--- src/rtl/traffic_gen.sv ---
// traffic_gen: CPU-port traffic generator (seq/random/fixed/seq-down addressing, read/write mixes).
// Define TGEN_CHECK_EN to add a shadow-memory read-back checker.
module traffic_gen #(
  parameter int          ADDR_WIDTH = 11,
  parameter int          DATA_WIDTH = 8,
  parameter int          REQ_HOLD   = 2,
  parameter int          STRIDE     = 2,
  parameter int          TIMEOUT    = 1024,
  parameter logic [15:0] LFSR_SEED  = 16'hACE1
) (
  input  logic                  clk,
  input  logic                  rst_n,
  input  logic                  start,
  input  logic [15:0]           num_req,
  input  logic [1:0]            addr_mode,
  input  logic [1:0]            rw_mode,
  input  logic [ADDR_WIDTH-1:0] base_addr,
  output logic [ADDR_WIDTH-1:0] cpu_addr,
  output logic [DATA_WIDTH-1:0] cpu_data_in,
  output logic                  cpu_read,
  output logic                  cpu_write,
  input  logic [DATA_WIDTH-1:0] cpu_data_out,
  input  logic                  cpu_ready,
  output logic                  busy,
  output logic                  done,
  output logic                  timeout,
  output logic [15:0]           err_count,
  output logic [ADDR_WIDTH-1:0] first_err_addr
);
  localparam int WW = $clog2(TIMEOUT + 1);
  typedef enum logic [1:0] {S_IDLE, S_ISSUE, S_WAIT, S_DONE} state_t;
  state_t                state_q, state_d;
  logic [15:0]           idx_q, idx_d, hold_q, hold_d, lfsr_q, lfsr_d, num_q, nidx;
  logic [ADDR_WIDTH-1:0] off_q, off_d, addr_q, addr_d, base_q, noff, req_addr;
  logic [DATA_WIDTH-1:0] din_q, din_d;
  logic [WW-1:0]         wcnt_q, wcnt_d;
  logic [1:0]            am_q, rm_q, cfg_am, cfg_rm;
  logic [ADDR_WIDTH-1:0] cfg_base;
  logic                  rd_q, rd_d, wr_q, wr_d, to_q, to_d, is_wr_q, is_wr_d;
  logic                  issue, clr, req_wr, done_req;
  logic [15:0]           lfsr_nx;
  // The first request is built in the same cycle start is seen, so IDLE reads the live inputs.
  assign cfg_am   = (state_q == S_IDLE) ? addr_mode : am_q;
  assign cfg_rm   = (state_q == S_IDLE) ? rw_mode : rm_q;
  assign cfg_base = (state_q == S_IDLE) ? base_addr : base_q;
  assign lfsr_nx  = {1'b0, lfsr_q[15:1]} ^ (lfsr_q[0] ? 16'hB400 : 16'h0000);
  assign done_req = (state_q == S_WAIT) && cpu_ready;
  always_comb begin
    state_d = state_q;
    idx_d   = idx_q;
    off_d   = off_q;
    hold_d  = hold_q;
    wcnt_d  = wcnt_q;
    lfsr_d  = lfsr_q;
    addr_d  = addr_q;
    din_d   = din_q;
    rd_d    = rd_q;
    wr_d    = wr_q;
    to_d    = to_q;
    is_wr_d = is_wr_q;
    issue   = 1'b0;
    clr     = 1'b0;
    nidx    = idx_q;
    noff    = off_q;
    case (state_q)
      S_IDLE: if (start) begin
        state_d = (num_req == 16'd0) ? S_DONE : S_ISSUE;
        issue   = (num_req != 16'd0);
        clr     = (num_req != 16'd0);
        to_d    = (num_req != 16'd0) ? 1'b0 : to_q;
        nidx    = 16'd0;
        noff    = '0;
      end
      S_ISSUE: begin
        hold_d = hold_q + 16'd1;
        if (hold_q == 16'(REQ_HOLD - 1)) begin
          state_d = S_WAIT;
          rd_d    = 1'b0;
          wr_d    = 1'b0;
          wcnt_d  = '0;
        end
      end
      S_WAIT: begin
        if (cpu_ready) begin
          // Write-then-read keeps the same address for the paired read.
          noff  = (cfg_rm != 2'd1 || idx_q[0]) ? off_q + ADDR_WIDTH'(STRIDE) : off_q;
          off_d = noff;
          nidx  = idx_q + 16'd1;
          issue = ({1'b0, idx_q} + 17'd1) < {1'b0, num_q};
          state_d = issue ? S_ISSUE : S_DONE;
        end else if (wcnt_q == WW'(TIMEOUT - 1)) begin
          to_d    = 1'b1;
          state_d = S_DONE;
        end else begin
          wcnt_d = wcnt_q + 1'b1;
        end
      end
      default: state_d = S_IDLE;
    endcase
    req_addr = (cfg_rm == 2'd1 && nidx[0]) ? addr_q :
               (cfg_am == 2'd0) ? cfg_base + noff :
               (cfg_am == 2'd1) ? ADDR_WIDTH'(lfsr_q) :
               (cfg_am == 2'd2) ? cfg_base : cfg_base - noff;
    req_wr   = (cfg_rm == 2'd3) || (cfg_rm == 2'd1 && !nidx[0]) || (cfg_rm == 2'd2 && lfsr_q[15]);
    if (issue) begin
      idx_d   = nidx;
      off_d   = noff;
      hold_d  = 16'd0;
      lfsr_d  = lfsr_nx;
      addr_d  = req_addr;
      din_d   = DATA_WIDTH'(nidx) ^ DATA_WIDTH'(req_addr);
      wr_d    = req_wr;
      rd_d    = !req_wr;
      is_wr_d = req_wr;
    end
  end
  always_ff @(posedge clk or negedge rst_n) begin
    if (!rst_n) begin
      state_q <= S_IDLE;
      idx_q   <= '0;
      off_q   <= '0;
      hold_q  <= '0;
      wcnt_q  <= '0;
      lfsr_q  <= LFSR_SEED;
      addr_q  <= '0;
      din_q   <= '0;
      rd_q    <= 1'b0;
      wr_q    <= 1'b0;
      to_q    <= 1'b0;
      is_wr_q <= 1'b0;
      am_q    <= '0;
      rm_q    <= '0;
      base_q  <= '0;
      num_q   <= '0;
    end else begin
      state_q <= state_d;
      idx_q   <= idx_d;
      off_q   <= off_d;
      hold_q  <= hold_d;
      wcnt_q  <= wcnt_d;
      lfsr_q  <= lfsr_d;
      addr_q  <= addr_d;
      din_q   <= din_d;
      rd_q    <= rd_d;
      wr_q    <= wr_d;
      to_q    <= to_d;
      is_wr_q <= is_wr_d;
      if (state_q == S_IDLE && start) begin
        am_q   <= addr_mode;
        rm_q   <= rw_mode;
        base_q <= base_addr;
        num_q  <= num_req;
      end
    end
  end
  assign cpu_addr    = addr_q;
  assign cpu_data_in = din_q;
  assign cpu_read    = rd_q;
  assign cpu_write   = wr_q;
  assign busy        = state_q != S_IDLE;
  assign done        = state_q == S_DONE;
  assign timeout     = to_q;
`ifdef TGEN_CHECK_EN
  logic [DATA_WIDTH-1:0]    shadow [2**ADDR_WIDTH];
  logic [2**ADDR_WIDTH-1:0] valid_q;
  logic [15:0]              err_q;
  logic [ADDR_WIDTH-1:0]    ferr_q;
  logic                     mism;
  assign mism = done_req && !is_wr_q && valid_q[addr_q] && (shadow[addr_q] != cpu_data_out);
  always_ff @(posedge clk) begin
    if (done_req && is_wr_q) shadow[addr_q] <= din_q;
  end
  // Valid bits survive across runs so later runs can check earlier writes.
  always_ff @(posedge clk or negedge rst_n) begin
    if (!rst_n) begin
      valid_q <= '0;
      err_q   <= '0;
      ferr_q  <= '0;
    end else begin
      if (done_req && is_wr_q) valid_q[addr_q] <= 1'b1;
      if (clr) begin
        err_q  <= '0;
        ferr_q <= '0;
      end else if (mism) begin
        if (err_q != 16'hFFFF) err_q <= err_q + 16'd1;
        if (err_q == 16'd0) ferr_q <= addr_q;
      end
    end
  end
  assign err_count      = err_q;
  assign first_err_addr = ferr_q;
`else
  logic unused_ok;
  assign unused_ok      = ^{cpu_data_out, is_wr_q, done_req, clr};
  assign err_count      = '0;
  assign first_err_addr = '0;
`endif
endmodule

--- config.mk ---
export PLATFORM = sky130hd
export DESIGN_NAME = traffic_gen
export DESIGN_NICKNAME = d
export VERILOG_FILES = /design/src/rtl/traffic_gen.sv
export SDC_FILE = /design/constraint.sdc
export NUM_CORES = 1
export LEC_CHECK = 0
export BUFFER_PORTS_ARGS = -buffer_cell sky130_fd_sc_hd__buf_2
export CAP_MARGIN = 5
export CELL_PAD_IN_SITES_DETAIL_PLACEMENT = 0
export CELL_PAD_IN_SITES_GLOBAL_PLACEMENT = 1
export CORE_MARGIN = 2
export CORE_UTILIZATION = 45
export DETAILED_ROUTE_END_ITERATION = 8
export PLACE_DENSITY = 0.88
export SETUP_SLACK_MARGIN = 0.5
export SYNTH_ARGS = -nofsm -noshare
export SYNTH_HDL_FRONTEND = slang
export SYNTH_SLANG_ARGS = --single-unit
--- constraint.sdc ---
create_clock -name clk -period 4.7 [get_ports clk]
set_clock_uncertainty 0.15 [all_clocks]
set_input_delay 0.705 -clock clk [delete_from_list [all_inputs] [get_ports clk]]
set_output_delay 0.705 -clock clk [all_outputs]
set_load 0.1 [all_outputs]
# == Yosys cells after proc, flatten, opt, wreduce, memory -nomap -nowiden ==
# Index checks and enable logic that the tools add are counted.
# word_totals
reg_bits,125
latch_bits,0
mem_bits_rw,0
rom_bits,0
input_bits,43
out_inout_bits,51
elab_cells,114
memories,0
# op_classes
add_sub_neg,7
n_mul,0
div_mod_pow,0
order_cmp,1
eq_ne,19
n_shift,0
n_mux,42
bitwise,3
n_reduce_logical,25
# op_table
op,n
$mux 11,12
$mux 16,5
$pmux 11 s2,2
$add 16x1->16 const B,2
$pmux 16 s2,1
$add 16x1->17 const B,1
$lt 17x16->1,1
$eq 16x1->1 const B,1
$logic_not 16->1,1
$mux 2,8
$reduce_bool 16->1,1
$xor 15x16->16,1
$reduce_bool 2->1,6
$add 11x1->11 const B,1
$add 11x11->11,1
$add 11x2->11 const B,1
$eq 11x10->1 const B,1
$sub 11x11->11,1
$eq 2x2->1 const B,5
$mux 1,10
$ne 2x2->1 const B,5
$mux 8,1
$reduce_and 4->1,2
$xor 8x8->8,1
13 further kinds,26

# == Longest topological paths before layout ==
# Gate-level depths: netlist of run 1.
# logic_depth
word_depth,13
depth_mapped,20
depth_no_buf,18

# == Worst setup path after synthesis of run 1 ==
# Ideal clock, no wire load.
# synth_path
kind,reg2reg
startpoint,reg state_q[0]
endpoint,reg addr_q[10] (netlist: cpu_addr[10])
setup_ns,0.126
arrival_ns,4.107
required_time_ns,4.424
path_slack_ns,0.317
stages_incl_launch_ff,21
path_buffers,3
synth_period_minus_slack_ns,4.383
path_cell_list,dfrtp_1 > buf_6 > nor2_8 > inv_2 > mux2i_2 > o31a_1 > buf_2 > nand4_1 > and2_1 > o21ai_0 > o31a_1 > ha_1 > clkbuf_1 > a21oi_1 > nor2b_1 > a311o_1 > o31ai_1 > o31ai_1 > xnor2_1 > o211ai_1 > mux2_4
# synth_via
elab_chain_len,11
elab_cells_between_ends,24
classes_between,add/sub: 2; eq/ne: 5; mux: 11; bitwise: 1; reduce/logical: 5
# synth_rtl
element,line,source
from (decl),32,"state_t state_q, state_d;"
from (signal assigned),136,state_q <= state_d;
$logic_not 2->1,--,
$mux 2,44,assign cfg_rm = (state_q == S_IDLE) ? rw_mode : rm_q;
$ne 2x1->1,86,noff = (cfg_rm != 2'd1 || idx_q[0]) ? off_q + ADDR_WIDTH'(STRIDE) : off_q;
$logic_or 1x1->1,86,
$mux 11,86,
$mux 11,84,if (cpu_ready) begin
$pmux 11 s2,65,case (state_q)
$sub 11x11->11,103,(cfg_am == 2'd2) ? cfg_base : cfg_base - noff;
$mux 11,103,
$mux 11,102,(cfg_am == 2'd1) ? ADDR_WIDTH'(lfsr_q) :
$mux 11,101,(cfg_am == 2'd0) ? cfg_base + noff :
to (signal assigned),142,addr_q <= addr_d;
to (decl),34,"logic [ADDR_WIDTH-1:0] off_q, off_d, addr_q, addr_d, base_q, noff, req_addr;"
# Several ways; a longest one is shown, not always the timed one.
# A chain may end at the register's enable or synchronous reset.

# == Worst setup path in the final report of run 1 ==
# layout_path
startpoint,reg state_q[1]
endpoint,reg addr_q[10] (netlist: cpu_addr[10])
# The elaborated chain is that of the path after synthesis.

==> metrics.md, run 1 <==
| Metric | Value |
|---|---|
| Synth Cell Area | 8050 µm² |
| Worst path arrival time | 4.27 ns |
| Worst slew pin tran | 0.817 ns |
| Final Critical Period | 4.11 ns |
| Largest net degree at the start of global routing | 58 |
| Pint | 3.89 mW |
| Peak VDD IR | 702 µV |
| DR WL met3 | 729 µm |
| Final Max Tran Viols | 0 |
| Flop pwr share | 23.9% |
| Initial Util | 46.2% |
| Seq cells post-synth | 125 |
| Clk network pwr share | 19.7% |
| Vias | 6455 |
| Status | finished clean |
| Detailed-routed wire length on met2 | 9860 µm |
| DIE WIDTH | 138 µm |
| Reg-to-reg slack, setup | 0.59 ns |
| Die area | 19000 µm² |
| Fraction of power spent switching nets | 47.1% |
| Total grt overflow | 0 |
| Reg area | 3140 µm² |
| Leak pwr | 4.37 nW |
| Reg-to-Reg Start | state_q[1] |
| Final Hold Viols | 0 |
| Mapped Cells | 885 |
| Layout Nets | 1040 |
| Sink Count | 125 |
| Via-per-instance ratio | 5.41 |
| Yosys warnings | 0 |
| First-pass GRT wire length | 31700 µm |
| Finished Layout Cells | 1193 |
| Async SR Flop Fraction | 100% |
| Core area | 17400 µm² |
| Clk buf depth | 2 |
| Fin crit share | 87.5% |
| Crit-path max FO | 6 |
| Port Buffers | 58 |
| Post-DRT Antenna Nets | 0 |
| Power Density | 781 nW/µm² |
| Drc violations | 0 |
| Worst path depth | 17 |
| Setup TNS | 0 ns |
| Seq/Total Area, Yosys | 39.0% |
| Multi-input gate area | 4620 µm² |
| Row cnt | 48 |
| Root buf cell | clkbuf_16 |
| Comb power frac | 56.4% |
| Router iterations before antenna repair | 5 |
| Hold bufs inserted after CTS | 0 |
| Initial antenna violation count | 0 |
| Height of the die | 138 µm |
| DR WL/cell | 16.3 µm |
| Area grow syn2layout | 17.0% |
| CP max stage cell | dfrtp_2 |
| Max cap viols | 0 |
| Ant diodes | 0 |
| Worst Path Required | 4.86 ns |
| Fmax | 243 MHz |
| # IOs | 94 |
| Top Layer Used | met4 |
| Layout cell share with drive strength beyond 1 | 22.7% |
| Final Util | 54.1% |
| Worst-path clk slew | 0.06 ns |
| Final Setup Violations | 0 |
| Fillcell total | 1564 |
| Crit-path cells | nor2_8 -> mux2_4 -> o31a_1 -> buf_4 -> nand2_1 -> nor2_1 -> a21oi_2 -> inv_2 -> fa_2 -> nor2b_1 -> o21ai_1 -> nand3_1 -> a41oi_2 -> xor2_1 -> mux2i_1 -> o211ai_1 -> mux2_4 |
| Skew-Pair Late Insertion Delay | 0.43 ns |
| Number of synthesized flops with an enable pin | 0 |
| Syn avg cell area | 9.09 µm² |
| Initial DRC count | 452 |
| H-tree level count | 4 |
| Global-route usage over all layers | 21.7% |
| CP max stage delay | 0.46 ns |
| Min-Delay Path Class | input pin to asynchronous set/reset pin |
| P_sw | 3.47 mW |
| Cell mode on critical path | mux2_4 |
| Vias in the first global route | 6304 |
| RSZ-0062 raised after global routing | true |
| Worst path bufs/invs | 2 |
| CP Capture Type | register |
| Num CTS Buffers | 17 |
| Synth Flop Type | dfrtp_1 |
| R2R depth | 17 |
| Slew HR | 44.0% |
| CP delay by family, top | compound AO/OA/AOI/OAI gates |
| Cell variety after synth | 75 |
| Setup crit start kind | register |
| Dpl cells | 1147 |
| Post-DP HPWL | 13900 µm |
| CTS tree | done |
| Met1 WL | 8420 µm |
| Crit Path Class | register to register |
| Routed wire length | 19400 µm |
| Worst R2R End | cpu_addr[10] |
| Placer Congestion | 0.872 |
area by class of cell:
cell class / instances / share of cell area (%)
Inverter: 42 / 1.73
Sequential cell: 125 / 33.4
Tap cell: 225 / 2.99
Clock buffer: 20 / 4.96
Clock inverter: 12 / 1.94
Timing Repair Buffer: 94 / 5.98
Multi-Input combinational cell: 675 / 49.0
logic make-up after synthesis:
logic type | share of synthesized area (%)
simple gates | 18.8
compound gates | 14.0
flops | 39.0
mux | 8.61
fa+ha+maj | 6.72
other cells | 0.0466
xor+xnor | 5.88
buf+inv | 6.90
cell usage after synthesis, drive strengths merged (3+ instances only):
library cell / n / area, µm²
mux2i: 13 / 134
xor2: 25 / 219
a221o: 3 / 30.0
a211o: 3 / 26.3
nor2b: 8 / 50.1
o21bai: 6 / 45.0
a21o: 9 / 67.6
and2: 12 / 75.1
nand2b: 7 / 43.8
o21ai: 46 / 230
nor2: 101 / 395
dfstp: 8 / 210
inv: 42 / 158
a22oi: 4 / 35.0
and4: 3 / 26.3
nand4: 12 / 75.1
nand3b: 3 / 22.5
ha: 40 / 500
a21oi: 35 / 186
o31ai: 13 / 97.6
buf: 44 / 304
xnor2: 29 / 254
o31a: 6 / 52.6
o22ai: 4 / 25.0
clkbuf: 25 / 93.8
nor4: 11 / 68.8
nand2: 98 / 368
a31oi: 5 / 37.5
nor3: 16 / 85.1
nand3: 40 / 200
o21a: 5 / 37.5
mux4: 3 / 67.6
mux2: 43 / 492
and3: 7 / 43.8
a32o: 4 / 40.0
or2: 3 / 18.8
dfrtp: 117 / 2930
power groups by stage:
stage / clock network (mW) / logic, mW / registers (mW)
2_1_floorplan: 0 / 2.55 / 2.27
3_3_place_gp: 0 / 3.84 / 1.76
3_5_place_dp: 0 / 3.91 / 1.77
4_1_cts: 1.47 / 3.98 / 1.75
5_1_grt: 1.53 / 4.53 / 1.81
6_report: 1.45 / 4.15 / 1.76
how the worst max path moves through the flow:
stage / startpoint / to / slack, ns
6_report: state_q[1] / cpu_addr[10] / 0.59
5_1_grt: state_q[1] / cpu_addr[9] / 0.39
4_1_cts: idx_q[0] / cpu_addr[10] / 0.50
3_5_place_dp: rw_mode[0] / cpu_addr[10] / 0.26
3_3_place_gp: rw_mode[0] / cpu_addr[10] / 0.25
2_1_floorplan: state_q[0] / cpu_addr[10] / 0.54
layer usage:
layer	vias up	GRT usage, %
li1	3190	-
met1	3092	26.9
met2	138	37.7
met3	35	4.34
met4	0	7.14
met5	-	0
registers in the layout, summed over array words and instances, names as in the netlist:
signal and cells:
hold_q 16, off_q 11, cpu_data_in 8, lfsr_q 16
timeout 1, am_q 2, cpu_addr 11, cpu_write 1
num_q 16, rm_q 2, state_q 2, idx_q 16
cpu_read 1, base_q 11, wcnt_q 11
placed cells by master, fill, tap and decap left out, types with 25 or more instances in the layout:
cell	n
xnor2_1	28
buf_4	37
buf_2	57
dfrtp_1	114
nand2_1	98
nand3_1	38
xor2_1	25
conb_1	27
o21ai_0	37
nor2_1	97
ha_1	35
a21oi_1	32
inv_1	40
mux2_2	41
timing repair:
item | in CTS | in global routing
gates resized for setup | 10 | 28
gates cloned | 0 | 0
setup buffers | 4 | 10
pin swaps | 2 | 12
setup endpoints to repair | 8 | 49
metrics by stage:
step / total power [mW] / hold WS (ns) / setup slack (ns) / cell area (µm²)
6_report: 7.36 / 0.193 / 0.588 / 9420
5_1_grt: 7.87 / 0.255 / 0.386 / 9420
4_1_cts: 7.20 / 0.215 / 0.496 / 9220
3_5_place_dp: 5.68 / 0.312 / 0.258 / 8510
3_3_place_gp: 5.60 / 0.300 / 0.251 / 8510
2_1_floorplan: 4.83 / 0.259 / 0.544 / 8160
Note: power is estimated with default switching activity, not from simulation.
==> run 2, diff against run 1 <==
Settings changed: RECOVER_POWER set to 25.
==> run 2 against run 1 <==
Against the previous run:
- the run now ends with max-capacitance violations, max-slew violations left
- via count is essentially flat
- global-route usage unchanged
- hold slack better by 0.12 ns
- clock power barely moved
- critical path type unchanged
==> metrics.md, run 2 (synthesized netlist as in run 1, its figures left out) <==
| Metric | Value |
|---|---|
| Fin crit share | 87.3% (was 87.5%) |
| Pint | 3.89 mW (about the same) |
| Final Hold Viols | 0 (unchanged) |
| Post-DRT Antenna Nets | 0 (unchanged) |
| Area grow syn2layout | 16.9% (was 17.0%) |
| R2R depth | 17 (unchanged) |
| Setup crit start | state_q[1] (unchanged) |
| Worst path arrival time | 4.27 ns (about the same) |
| CTS tree | done (unchanged) |
| Vias | 6458 (was 6455) |
| Most common cell after layout, fill and taps aside | dfrtp_1 (unchanged) |
| Drc violations | 0 (unchanged) |
| Initial Util | 46.2% (unchanged) |
| DR WL/cell | 16.3 µm (about the same) |
| Fmax | 244 MHz (was 243 MHz) |
| DIE WIDTH | 138 µm (unchanged) |
| CP Capture Point | cpu_addr[10] (unchanged) |
| Layout cell share with drive strength beyond 1 | 22.6% (was 22.7%) |
| Sink Count | 125 (unchanged) |
| Dpl cells | 1147 (unchanged) |
| First-pass GRT wire length | 31700 µm (unchanged) |
| Placer Congestion | 0.872 (unchanged) |
| Die area | 19000 µm² (unchanged) |
| Failing checks | max-capacitance violations, max-slew violations |
| Worst path bufs/invs | 2 (unchanged) |
| WHS | 0.316 ns (was 0.193 ns) |
| Setup crit start kind | register (unchanged) |
| CP Capture Type | register (unchanged) |
| CP max stage delay | 0.46 ns (about the same) |
| Height of the die | 138 µm (unchanged) |
| Post-DP HPWL | 13900 µm (unchanged) |
| Peak VDD IR | 703 µV (was 702 µV) |
| Hold bufs inserted after CTS | 0 (unchanged) |
| Total grt overflow | 0 (unchanged) |
| Setup TNS | 0 ns (unchanged) |
| Fraction of power spent switching nets | 47.1% (about the same) |
| Fillcell total | 1567 (was 1564) |
| Finished Layout Cells | 1193 (unchanged) |
| P_sw | 3.47 mW (about the same) |
| # IOs | 94 (unchanged) |
| Leak pwr | 4.36 nW (was 4.37 nW) |
| Router iterations before antenna repair | 5 (unchanged) |
| Port Buffers | 58 (unchanged) |
| Final Setup Violations | 0 (unchanged) |
| Worst Path Required | 4.86 ns (about the same) |
| Via-per-instance ratio | 5.41 (about the same) |
| Worst slew pin tran | 3.12 ns (was 0.817 ns) |
| Multi-input gate area | 4620 µm² (unchanged) |
| Clk network pwr share | 19.7% (about the same) |
| Final Max Tran Viols | 58 (was 0) |
| Num CTS Buffers | 17 (unchanged) |
| Layout Nets | 1040 (unchanged) |
| Worst-path clk slew | 0.06 ns (about the same) |
| Clk buf depth | 2 (unchanged) |
| CP max stage cell | dfrtp_2 (unchanged) |
| Initial DRC count | 457 (was 452) |
| RSZ-0062 raised after global routing | true (unchanged) |
| Routed wire length | 19400 µm (about the same) |
| Comb power frac | 56.4% (about the same) |
| Reg-to-Reg Start | state_q[1] (unchanged) |
| Final Critical Period | 4.11 ns (about the same) |
| Row cnt | 48 (unchanged) |
| Crit-path max FO | 6 (unchanged) |
| Reg-to-reg slack, setup | 0.59 ns (about the same) |
| Most frequent cells in the layout | dfrtp_1 (114), nand2_1 (98), nor2_1 (97) (unchanged) |
| Crit Path Class | register to register (unchanged) |
| Cell mode on critical path | mux2_4 (unchanged) |
| Crit-path cells | nor2_8 -> mux2_4 -> o31a_1 -> buf_4 -> nand2_1 -> nor2_1 -> a21oi_2 -> inv_2 -> fa_2 -> nor2b_1 -> o21ai_1 -> nand3_1 -> a41oi_2 -> xor2_1 -> mux2i_1 -> o211ai_1 -> mux2_4 (unchanged) |
| H-tree level count | 4 (unchanged) |
| Power Density | 782 nW/µm² (was 781 nW/µm²) |
| Initial antenna violation count | 0 (unchanged) |
| Worst path depth | 17 (unchanged) |
| Vias in the first global route | 6304 (unchanged) |
| Core area | 17400 µm² (unchanged) |
| Ant diodes | 0 (unchanged) |
| Skew-Pair Late Insertion Delay | 0.43 ns (about the same) |
| Reg area | 3140 µm² (unchanged) |
| Root buf cell | clkbuf_16 (unchanged) |
| Max cap viols | 1 (was 0) |
| Largest net degree at the start of global routing | 58 (unchanged) |
| Flop pwr share | 23.9% (about the same) |
| CP delay by family, top | compound AO/OA/AOI/OAI gates (unchanged) |
| Min-Delay Path Class | register to register (was input pin to asynchronous set/reset pin) |
| Global-route usage over all layers | 21.7% (unchanged) |
| Status | finished, violations left (was finished clean) |
| Slew HR | -108% (was 44.0%) |
| Worst R2R End | cpu_addr[10] (unchanged) |
run 2: changes by cell type in the layout (fill, tap and decap cells not counted):
cell / previous run / this run
buf_4: 37 / 35
clkbuf_1: 0 / 1
clkbuf_2: 0 / 1
run 2: how the worst min path moves through the flow:
stage / start / end / slack, ns / cells after the start
2_1_floorplan: rst_n / am_q[0] / 0.26 / 0
3_3_place_gp: lfsr_q[11] / lfsr_q[11] / 0.30 / 2
3_5_place_dp: lfsr_q[11] / lfsr_q[11] / 0.31 / 2
4_1_cts: rst_n / idx_q[11] / 0.21 / 1
5_1_grt: lfsr_q[15] / lfsr_q[15] / 0.34 / 2
6_report: lfsr_q[11] / lfsr_q[11] / 0.32 / 2
run 2: repair_timing:
| action | 4_1_cts | 5_1_grt |
|---|---|---|
| resized for setup | 10 | 28 |
| buffers inserted | 4 | 10 |
| pin swaps | 2 | 12 |
| setup endpoints to repair | 8 | 49 |
run 2: area by class of cell:
type | instances | share of cell area, %
Tap cell | 225 | 2.99
Clock buffer | 20 | 4.96
Inverter | 42 | 1.73
Clock inverter | 12 | 1.94
Multi-Input combinational cell | 675 | 49.1
Timing Repair Buffer | 94 | 5.92
Sequential cell | 125 | 33.4
run 2: routing by layer:
metal / share of wire, % / up-vias / track usage (%) / wire, µm
met2: 51 / 151 / 37.7 / 9880
met1: 43 / 3085 / 26.9 / 8370
li1: - / 3187 / - / -
met3: 4.1 / 35 / 4.34 / 793
met4: 2.1 / 0 / 7.14 / 407
met5: 0 / - / 0 / 0
run 2: stage by stage:
| step | utilization, % | instance area, µm² | setup slack, ns | total power [mW] |
|---|---|---|---|---|
| floorplan | - | 8160 | 0.544 | 4.83 |
| global route | 54.0 | 9410 | 0.386 | 7.87 |
| global placement | 48.9 | 8510 | 0.251 | 5.60 |
| finish | 54.0 | 9410 | 0.595 | 7.36 |
| CTS | 52.9 | 9220 | 0.496 | 7.20 |
| detailed placement | 48.9 | 8510 | 0.258 | 5.68 |
run 2: worst reg2reg max path: cells and delay by family (launching register included):
kind / cells / cell delay, ns
AOI/OAI and AO/OA: 5 / 1.14
and+or+nand+nor: 5 / 0.60
buffers and inverters: 2 / 0.26
adders and majority gates: 1 / 0.35
muxes: 3 / 0.84
DFF: 1 / 0.46
xor gates and xnor gates: 1 / 0.20
run 2: power groups by stage:
stage	logic [mW]	registers [mW]	clock network (mW)
after global placement	3.84	1.76	0
final	4.15	1.76	1.45
after global routing	4.53	1.81	1.53
after CTS	3.98	1.75	1.47
after detailed placement	3.91	1.77	0
after floorplan	2.55	2.27	0
==> run 3, diff against run 2 <==
Settings changed: BUFFER_PORTS_ARGS -buffer_cell sky130_fd_sc_hd__buf_2 to -buffer_cell sky130_fd_sc_hd__buf_4.
==> run 3 against run 2 <==
Against the previous run:
- the run still ends with max-capacitance violations, max-slew violations left
- via count shrank 0.60%
- hold slack worse by 0.0067 ns
- final area about the same
- first-iteration DRC count is 34% lower
- power is 1.8% lower
- routed wire length fell by 1.9%
- setup slack better by 0.0075 ns
- non-clock buffer count down 7
- register-to-register slack hardly changed
- clock power shrank 8%
- clock-buffer cell count decreased by 2
- flip-flop and latch count did not move
==> metrics.md, run 3 (synthesized netlist as in run 1, its figures left out) <==
| Metric | Value |
|---|---|
| Final Critical Period | 4.10 ns (was 4.11 ns) |
| Pint | 3.76 mW (was 3.89 mW) |
| Sink Count | 125 (unchanged) |
| Post-DRT Antenna Nets | 0 (unchanged) |
| Min-Delay Path Class | register to register (unchanged) |
| Layout cell share with drive strength beyond 1 | 21.1% (was 22.6%) |
| First-pass GRT wire length | 31100 µm (was 31700 µm) |
| Reg-to-Reg Start | state_q[0] (was state_q[1]) |
| Largest net degree at the start of global routing | 54 (was 58) |
| Crit Path Class | register to register (unchanged) |
| Fillcell total | 1597 (was 1567) |
| DIE WIDTH | 138 µm (unchanged) |
| Fin crit share | 87.2% (was 87.3%) |
| Drc violations | 0 (unchanged) |
| Port Buffers | 58 (unchanged) |
| Ant diodes | 0 (unchanged) |
| Total grt overflow | 0 (unchanged) |
| R2R depth | 16 (was 17) |
| Row cnt | 48 (unchanged) |
| Final Setup Violations | 0 (unchanged) |
| Status | finished, violations left (unchanged) |
| Fmax | 244 MHz (about the same) |
| Final WS setup | 0.602 ns (was 0.595 ns) |
| Crit-path max FO | 8 (was 6) |
| CP Capture Type | register (unchanged) |
| Reg-to-reg slack, setup | 0.60 ns (was 0.59 ns) |
| Clk network pwr share | 18.6% (was 19.7%) |
| Flop pwr share | 24.4% (was 23.9%) |
| # IOs | 94 (unchanged) |
| Most common cell after layout, fill and taps aside | dfrtp_1 (unchanged) |
| DR WL/cell | 16.1 µm (was 16.3 µm) |
| Most frequent cells in the layout | dfrtp_1 (116), nand2_1 (98), nor2_1 (98) (was dfrtp_1 (114), nand2_1 (98), nor2_1 (97)) |
| Die area | 19000 µm² (unchanged) |
| Layout Nets | 1033 (was 1040) |
| Setup crit start | state_q[0] (was state_q[1]) |
| Initial antenna violation count | 0 (unchanged) |
| Initial DRC count | 303 (was 457) |
| Fraction of power spent switching nets | 48.0% (was 47.1%) |
| Leak pwr | 4.33 nW (was 4.36 nW) |
| Vias | 6419 (was 6458) |
| Reg area | 3140 µm² (about the same) |
| Multi-input gate area | 4590 µm² (was 4620 µm²) |
| Placer Congestion | 0.842 (was 0.872) |
| Setup crit start kind | register (unchanged) |
| Initial Util | 46.2% (unchanged) |
| P_sw | 3.47 mW (about the same) |
| Num CTS Buffers | 17 (unchanged) |
| Final Hold Viols | 0 (unchanged) |
| Hold bufs inserted after CTS | 0 (unchanged) |
| Clk buf depth | 2 (unchanged) |
| Post-DP HPWL | 13900 µm (about the same) |
| Worst R2R End | cpu_addr[10] (unchanged) |
| Area grow syn2layout | 17.0% (was 16.9%) |
| Final Util | 54.1% (was 54.0%) |
| Setup TNS | 0 ns (unchanged) |
| H-tree level count | 4 (unchanged) |
| Core area | 17400 µm² (unchanged) |
| CTS tree | done (unchanged) |
| RSZ-0062 raised after global routing | true (unchanged) |
| Router iterations before antenna repair | 5 (unchanged) |
| Skew-Pair Late Insertion Delay | 0.43 ns (about the same) |
| Peak VDD IR | 692 µV (was 703 µV) |
| Power Density | 767 nW/µm² (was 782 nW/µm²) |
| Worst Path Required | 4.87 ns (was 4.86 ns) |
| CP Capture Point | cpu_addr[10] (unchanged) |
| Global-route usage over all layers | 21.2% (was 21.7%) |
| Max cap viols | 1 (unchanged) |
| Final Max Tran Viols | 54 (was 58) |
| Height of the die | 138 µm (unchanged) |
| Routed wire length | 19100 µm (was 19400 µm) |
| Comb power frac | 57.0% (was 56.4%) |
| Pre-CTS WS | 0.250 ns (was 0.258 ns) |
| Slew HR | -97.0% (was -108%) |
| Worst-path clk slew | 0.06 ns (about the same) |
| WHS | 0.309 ns (was 0.316 ns) |
| Worst path arrival time | 4.26 ns (was 4.27 ns) |
| Failing checks | max-capacitance violations, max-slew violations (unchanged) |
| Worst slew pin tran | 2.95 ns (was 3.12 ns) |
| Via-per-instance ratio | 5.41 (about the same) |
| Vias in the first global route | 6314 (was 6304) |
| Root buf cell | clkbuf_16 (unchanged) |
## run 3: cell types whose count changed in the layout (fill, tap and decap cells not counted), sizes merged
cell,before,now
inv,44,48
clkbuf,22,20
clkinv,3,1
clkinvlp,3,5
buf,92,85
bufinv,4,2
## run 3: worst min path at each step
stage / from / to / slack, ns / depth (start not counted)
after floorplan: rst_n / am_q[0] / 0.26 / 0
after global placement: lfsr_q[11] / lfsr_q[11] / 0.30 / 2
after detailed placement: lfsr_q[11] / lfsr_q[11] / 0.30 / 2
after CTS: rst_n / num_q[13] / 0.19 / 1
after global routing: lfsr_q[11] / lfsr_q[11] / 0.33 / 2
final: lfsr_q[11] / lfsr_q[11] / 0.31 / 2
## run 3: final cells by class
| cell class | count | area share (%) |
|---|---|---|
| Inverter | 42 | 1.73 |
| Clock inverter | 14 | 1.69 |
| Timing Repair Buffer | 87 | 6.87 |
| Sequential cell | 125 | 33.3 |
| Clock buffer | 18 | 4.66 |
| Tap cell | 225 | 2.99 |
| Multi-Input combinational cell | 675 | 48.7 |
## run 3: what timing repair did
item	CTS	global route
gates resized for setup	7	20
pin swaps	2	12
hold endpoints to repair	0	0
setup buffers	3	5
setup endpoints to repair	7	14
## run 3: through the flow
stage	cell area [µm²]	cells	total power, mW
floorplan	8160	911	4.83
global placement	8640	1146	5.68
detailed placement	8640	1146	5.74
CTS	9300	1181	7.16
global route	9420	1186	7.71
finish	9420	1186	7.22
## run 3: layer usage
metal  track usage [%]  routed length [µm]  vias up
li1                  -                   -     3160
met1              25.1                8210     3097
met2              38.5                9810      126
met3              5.19                 732       36
met4              5.61                 329        0
met5                 0                   0        -
## run 3: worst max-delay path, cell delays in order, from the launching register on
cell,delay [ns]
dfrtp_2,0.44
nor2_8,0.19
mux2_4,0.35
o31a_1,0.40
nand2_1,0.12
nor2_1,0.07
a21oi_2,0.21
inv_2,0.08
fa_2,0.39
nor2b_1,0.16
o21ai_1,0.20
nand3_1,0.15
a41oi_2,0.25
xor2_1,0.22
mux2i_1,0.21
o211ai_1,0.11
mux2_4,0.26
## run 3: power groups by stage
stage          sequential [mW]  combinational, mW  clock [mW]
6_report                  1.76               4.12        1.34
5_1_grt                   1.82               4.47        1.42
4_1_cts                   1.76               4.04        1.36
3_5_place_dp              1.77               3.96           0
3_3_place_gp              1.76               3.91           0
2_1_floorplan             2.27               2.55           0
